**config.mk**
```make
export PLATFORM = sky130hd
export DESIGN_NAME = fp_mul_result_queue
export DESIGN_NICKNAME = d
export VERILOG_FILES = /design/src/rtl/fp_mul_result_queue_pkg.sv /design/src/rtl/fp_mul_result_queue_fifo.sv /design/src/rtl/fp_mul_result_queue.sv
export SDC_FILE = /design/constraint.sdc
export NUM_CORES = 1
export LEC_CHECK = 0
export CAP_MARGIN = 25
export CELL_PAD_IN_SITES_DETAIL_PLACEMENT = 1
export CELL_PAD_IN_SITES_GLOBAL_PLACEMENT = 2
export CORE_MARGIN = 2
export CORE_UTILIZATION = 26
export CTS_CLUSTER_DIAMETER = 100
export DETAILED_ROUTE_END_ITERATION = 16
export GPL_TIMING_DRIVEN = 0
export HOLD_SLACK_MARGIN = 0.15
export PLACE_DENSITY_LB_ADDON = 0.1
export SLEW_MARGIN = 20
export SYNTH_ARGS = -nofsm -noshare
export SYNTH_HDL_FRONTEND = slang
export SYNTH_SLANG_ARGS = --single-unit
```
**constraint.sdc**
```tcl
create_clock -name clk -period 6.3 [get_ports clk]
set_input_delay 0.945 -clock clk [delete_from_list [all_inputs] [get_ports clk]]
set_output_delay 0.945 -clock clk [all_outputs]
set_load 0.02 [all_outputs]
```
**src/rtl/fp_mul_result_queue_pkg.sv**
```systemverilog
// Shared floating-point definitions for the multiplier and its result queue.
// Exception flag bit positions follow the fflags ordering
// {invalid, infinite, overflow, underflow, inexact}.
package fp_mul_result_queue_pkg;

   localparam int unsigned FLAG_W         = 5;
   localparam int unsigned FLAG_INVALID   = 4;
   localparam int unsigned FLAG_INFINITE  = 3;
   localparam int unsigned FLAG_OVERFLOW  = 2;
   localparam int unsigned FLAG_UNDERFLOW = 1;
   localparam int unsigned FLAG_INEXACT   = 0;

   // Fixed val-to-done latency of the pipelined multiplier.
   localparam int unsigned MUL_LATENCY = 4;

   typedef logic [FLAG_W-1:0] fflags_t;

   // Assemble a flag vector from individual exception bits.
   function automatic fflags_t pack_flags(input logic invalid, input logic infinite,
                                          input logic overflow, input logic underflow,
                                          input logic inexact);
      fflags_t f;
      f                 = '0;
      f[FLAG_INVALID]   = invalid;
      f[FLAG_INFINITE]  = infinite;
      f[FLAG_OVERFLOW]  = overflow;
      f[FLAG_UNDERFLOW] = underflow;
      f[FLAG_INEXACT]   = inexact;
      return f;
   endfunction

endpackage

```
**src/rtl/fp_mul_result_queue_fifo.sv**
```systemverilog
// fp_sync_fifo: parameterised circular FIFO with occupancy tracking.
// Ports:
//   clk, reset      clock and synchronous active-high reset
//   wr_en, wr_data  write request; ignored while full
//   rd_en           read request; ignored while empty
//   rd_data         head entry (zero when empty)
//   full, empty     occupancy == DEPTH / occupancy == 0
//   occ             number of stored entries
module fp_sync_fifo #(
   parameter int unsigned WIDTH = 37,
   parameter int unsigned DEPTH = 8
) (
   input  logic                     clk,
   input  logic                     reset,
   input  logic                     wr_en,
   input  logic [WIDTH-1:0]         wr_data,
   input  logic                     rd_en,
   output logic [WIDTH-1:0]         rd_data,
   output logic                     full,
   output logic                     empty,
   output logic [$clog2(DEPTH):0]   occ
);

   localparam int unsigned PTR_W = $clog2(DEPTH);
   localparam int unsigned OCC_W = PTR_W + 1;

   logic [WIDTH-1:0] mem [DEPTH];
   logic [PTR_W-1:0] wr_ptr;
   logic [PTR_W-1:0] rd_ptr;
   logic             do_wr;
   logic             do_rd;

   // A write while full is dropped even if a read happens in the same cycle.
   assign full  = (occ == OCC_W'(DEPTH));
   assign empty = (occ == '0);
   assign do_wr = wr_en & ~full;
   assign do_rd = rd_en & ~empty;

   // Pointers wrap naturally because DEPTH is a power of two.
   always_ff @(posedge clk) begin
      if (reset) begin
         wr_ptr <= '0;
         rd_ptr <= '0;
         occ    <= '0;
      end else begin
         if (do_wr) wr_ptr <= wr_ptr + PTR_W'(1);
         if (do_rd) rd_ptr <= rd_ptr + PTR_W'(1);
         occ <= occ + OCC_W'(do_wr) - OCC_W'(do_rd);
      end
   end

   // Storage array; contents are meaningless until written.
   always_ff @(posedge clk) begin
      if (do_wr) mem[wr_ptr] <= wr_data;
   end

   assign rd_data = empty ? '0 : mem[rd_ptr];

endmodule

```
**src/rtl/fp_mul_result_queue.sv**
```systemverilog
// Result queue behind the fixed-latency FP multiplier: credit-based issue
// control, a result FIFO with ready/valid output, and sticky exception flags.
// Ports:
//   clk, reset              clock and synchronous active-high reset
//   issue_val / issue_rdy   upstream issue handshake (rdy = credit available)
//   mul_done, mul_out,      multiplier result strobe, value and flags
//   mul_flags
//   out_valid / out_ready   consumer handshake for the head result
//   out_data, out_flags     head result value and flags
//   sticky_flags            OR of flags of all stored results since clear
//   clear_flags             clears sticky_flags
//   overflow_err            sticky: a result arrived while the FIFO was full
module fp_mul_result_queue
   import fp_mul_result_queue_pkg::*;
#(
   parameter int unsigned expWidth = 8,
   parameter int unsigned sigWidth = 24,
   parameter int unsigned DEPTH    = 8,
   parameter int unsigned LATENCY  = MUL_LATENCY
) (
   input  logic                         clk,
   input  logic                         reset,
   input  logic                         issue_val,
   output logic                         issue_rdy,
   input  logic                         mul_done,
   input  logic [expWidth+sigWidth-1:0] mul_out,
   input  logic [FLAG_W-1:0]            mul_flags,
   output logic                         out_valid,
   input  logic                         out_ready,
   output logic [expWidth+sigWidth-1:0] out_data,
   output logic [FLAG_W-1:0]            out_flags,
   output logic [FLAG_W-1:0]            sticky_flags,
   input  logic                         clear_flags,
   output logic                         overflow_err
);

   localparam int unsigned DATA_W  = expWidth + sigWidth;
   localparam int unsigned ENTRY_W = DATA_W + FLAG_W;
   localparam int unsigned CNT_W   = $clog2(DEPTH) + 1;
   localparam bit DEPTH_OK = (DEPTH >= LATENCY + 2) && ((DEPTH & (DEPTH - 1)) == 0);

   logic [CNT_W-1:0]   count;
   logic [CNT_W-1:0]   fifo_occ;
   logic [ENTRY_W-1:0] head;
   logic               fifo_full;
   logic               fifo_empty;
   logic               fire;
   logic               pop;
   logic               push_ok;
   fflags_t            sticky_q;
   logic               overflow_q;

   // Every output is forced low while reset is held.
   assign issue_rdy    = ~reset & (count < CNT_W'(DEPTH));
   assign out_valid    = ~reset & ~fifo_empty;
   assign out_data     = reset ? '0 : head[ENTRY_W-1:FLAG_W];
   assign out_flags    = reset ? '0 : head[FLAG_W-1:0];
   assign sticky_flags = reset ? '0 : sticky_q;
   assign overflow_err = reset ? 1'b0 : overflow_q;

   assign fire    = issue_val & issue_rdy;
   assign pop     = out_valid & out_ready;
   assign push_ok = mul_done & ~fifo_full;

   fp_sync_fifo #(
      .WIDTH (ENTRY_W),
      .DEPTH (DEPTH)
   ) u_fifo (
      .clk     (clk),
      .reset   (reset),
      .wr_en   (mul_done & ~reset),
      .wr_data ({mul_out, mul_flags}),
      .rd_en   (pop),
      .rd_data (head),
      .full    (fifo_full),
      .empty   (fifo_empty),
      .occ     (fifo_occ)
   );

   // Credits cover both in-flight and stored results.
   always_ff @(posedge clk) begin
      if (reset) count <= '0;
      else       count <= count + CNT_W'(fire) - CNT_W'(pop);
   end

   // Sticky flags: clear takes effect before the incoming result is ORed in.
   always_ff @(posedge clk) begin
      if (reset) sticky_q <= '0;
      else       sticky_q <= (clear_flags ? '0 : sticky_q) | (push_ok ? mul_flags : '0);
   end

   // Overflow error latches until reset.
   always_ff @(posedge clk) begin
      if (reset)                        overflow_q <= 1'b0;
      else if (mul_done && fifo_full)   overflow_q <= 1'b1;
   end

   // Configuration and occupancy sanity checks.
   always_ff @(posedge clk) begin
      if (!reset) begin
         assert (DEPTH_OK);
         assert (fifo_occ <= CNT_W'(DEPTH));
         assert (count <= CNT_W'(DEPTH));
      end
   end

endmodule

```
==> reports/metrics.yaml <==
hold_path.class: "reg -> reg"
ir_worst_vdd_v: 0.000147
grt_pass1_wl_mm: 45.4
wl_per_cell_um: 22.5
coreArea_mm2: 0.0468
layout-drive-gt1-share: 0.225
start_util: 0.265
r2r_end: "u_fifo.mem[2][21]"
skew_ns: 0.0168
drc_errors: 0
yosysWarnings: 0
rsz0062_at_grt: "no"
fin_nets: 783
avgSynthCellArea_um2: 22.1
ff2ff_path_depth: 8
rr_startpoint: "u_fifo.occ[2]"
syn_to_final_growth_pct: 26.0
antenna_found_initial: 2
fin_util: 0.334
crit_required_ns: 5.35
fmax_mhz: 217
io_pins: 88
cts_hold_buf: 0
gp_congestion: 0.655
grt_usage: 0.127
setup_viol: 0
cap_violations: 0
ys_types: 37
end_kind: "output port"
place.port_buffers: 87
startpoint_type: "primary input"
yosys_register_bits: 319
synth_flop_cell: "edfxtp_1"
min_period_ns: 4.62
cp.arrival_ns: 3.67
cts_max_level: 2
viasPerCell: 4.44
drt_iter0_drc: 296
ys_seq_area_frac: 0.755
die_w_um: 222
worstSkewPairLatency_ns: 0.51
pre_cts_ws_ns: 1.58
yosysTopAreaCell: "edfxtp_1"
rrSetupSlack_ns: 3.59
vias: 6034
drt-total-wl_mm: 30.6
p_per_area_mw_per_mm2: 353
sw_frac_of_total: 0.254
numCtsBuffers: 37
diodes: 0
tightest_slew_ns: 0.944
p_int_uw: 4110
slew_headroom: 0.371
period_share: 0.733
power_frac_seq: 0.443
synth_top_area_share: 0.718
synth_fp_nets: 617
grt_max_degree: 17
num_rows: 79
numClockSinks: 319
clockBufferDepth: 3
die-area_mm2: 0.0494
root_buffer: "clkbuf_16"
crit_path_end: "out_flags[2]"
syn-cell-area_mm2: 0.0124
synth_edf_count: 296
power.share.clock: 0.364
grt_pass1_vias: 6895
cts_tree: "yes"
startpoint: "reset"
drtPass1Iterations: 4
syn_inst: 560
finalHoldViolations: 0
synthTopCellsByArea: "edfxtp_1 (72%), mux4_2 (8.7%), mux4_1 (5.5%)"
die_h_um: 222
hold_path_depth: 2
crit_type: "in -> out"
worstPathMaxFanout: 10
worst_slack_ns: 1.68
pwr-share-comb: 0.193
leakagePower_uw: 0.00507
outcome: "completed"
final_antenna_net_count: 0
cts_resized: 0
path_clk_slew_ns: 0.06
place.detailed.hpwl_mm: 20.7
synth_async_sr_flop_share: 0
switchingPower_uw: 1400
post_cts_buffers: 0
drv_slew: 0
grt-ovfl-total: 0
-- flip-flops by register name, summed over array words and instances (netlist names), named ones only --
signal         flops
count              4
overflow_q         1
sticky_q           5
u_fifo.mem       296
u_fifo.occ         4
u_fifo.rd_ptr      3
u_fifo.wr_ptr      3
-- cell usage after synthesis (2+ instances only) --
cell type	instances
o21ai_0	4
or3_1	2
nand2_1	5
nor3b_4	2
nor3_1	4
a21oi_1	7
fa_1	2
buf_2	15
clkbuf_1	3
ha_1	12
nand2b_1	3
nand3_1	2
edfxtp_1	296
dfxtp_1	23
mux4_2	48
nor2_1	13
a21o_1	2
mux2_2	2
inv_1	14
xor2_1	2
buf_6	3
buf_12	4
nor2b_1	12
mux4_1	26
a22o_1	42
-- per-stage QoR --
stage | cell area [um2] | std cells | total power (uW) | TNS [ns] | hold WS (ns)
3_5_place_dp | 14500 | 1294 | 3580 | 0 | 0.461
6_report | 15600 | 1358 | 5500 | 0 | 0.476
5_1_grt | 15600 | 1358 | 5760 | 0 | 0.518
2_1_floorplan | 12400 | 560 | 3130 | 0 | 0.429
3_3_place_gp | 14000 | 1254 | 3550 | -573.59 | 0.457
4_1_cts | 15600 | 1358 | 5610 | 0 | 0.478
-- cells by family (layout without fill, tap and decap cells) --
| group | after synthesis | after routing | share of synthesized area |
|---|---|---|---|
| fa+ha+maj | 14 | 14 | 0.0154 |
| simple gates | 50 | 50 | 0.0246 |
| mux | 77 | 77 | 0.145 |
| compound gates | 57 | 57 | 0.0369 |
| xor+xnor | 3 | 3 | 0.00212 |
| buf+inv | 40 | 231 | 0.0207 |
| flops | 319 | 319 | 0.755 |
-- layout make-up --
type | instances | area, um2
fill | 4638 | 31200
sequential | 319 | 9350
buffer | 25 | 200
clock inverter | 21 | 161
multi-input combinational | 201 | 2820
clock buffer | 43 | 958
inverter | 15 | 56.3
timing repair buffer | 127 | 1290
tap | 607 | 759
-- worst min path at each step --
stage / startpoint / endpoint / slack [ns]
2_1_floorplan: overflow_q / overflow_q / 0.43
6_report: overflow_q / overflow_q / 0.48
5_1_grt: overflow_q / overflow_q / 0.52
4_1_cts: overflow_q / overflow_q / 0.48
3_3_place_gp: overflow_q / overflow_q / 0.46
3_5_place_dp: overflow_q / overflow_q / 0.46
-- power groups by stage --
| stage | clock network [uW] | registers, uW | logic (uW) |
|---|---|---|---|
| after floorplan | 0 | 2480 | 655 |
| after global placement | 0 | 2490 | 1050 |
| after detailed placement | 0 | 2490 | 1090 |
| after CTS | 2070 | 2440 | 1100 |
| after global routing | 2150 | 2450 | 1160 |
| final | 2000 | 2440 | 1060 |
-- cell usage in the layout (no fill, tap or decap), types with 3 or more instances in the layout --
| master | count |
|---|---|
| edfxtp_1 | 296 |
| clkdlybuf4s50_1 | 87 |
| mux4_2 | 48 |
| a22o_1 | 42 |
| clkbuf_16 | 37 |
| mux4_1 | 26 |
| buf_4 | 25 |
| dfxtp_1 | 23 |
| buf_2 | 20 |
| clkinv_1 | 15 |
| inv_1 | 14 |
| nor2b_1 | 12 |
| ha_1 | 12 |
| nor2_1 | 10 |
| clkbuf_1 | 8 |
| buf_6 | 7 |
| a21oi_1 | 7 |
| nand2_1 | 5 |
| buf_12 | 5 |
| buf_16 | 5 |
| nor3_2 | 4 |
| o21ai_0 | 4 |
| nand2b_1 | 3 |
| nor2_4 | 3 |
| bufinv_16 | 3 |
| clkinv_2 | 3 |
-- critical path: stages --
cell and delay, ns:
clkdlybuf4s50_1 0.50, buf_2 0.26, nor3_4 0.64, buf_2 0.41, a22o_1 0.27, clkdlybuf4s50_1 0.65
-- metal layers --
| layer | track usage | routed length [um] | vias to the layer above |
|---|---|---|---|
| met4 | 0.0377 | 719 | 4 |
| met3 | 0.0258 | 1180 | 46 |
| met5 | 0 | 27 | - |
| met2 | 0.222 | 15600 | 105 |
| li1 | - | - | 2702 |
| met1 | 0.158 | 13000 | 3177 |
No activity file was read; power rests on OpenSTA's default activity.
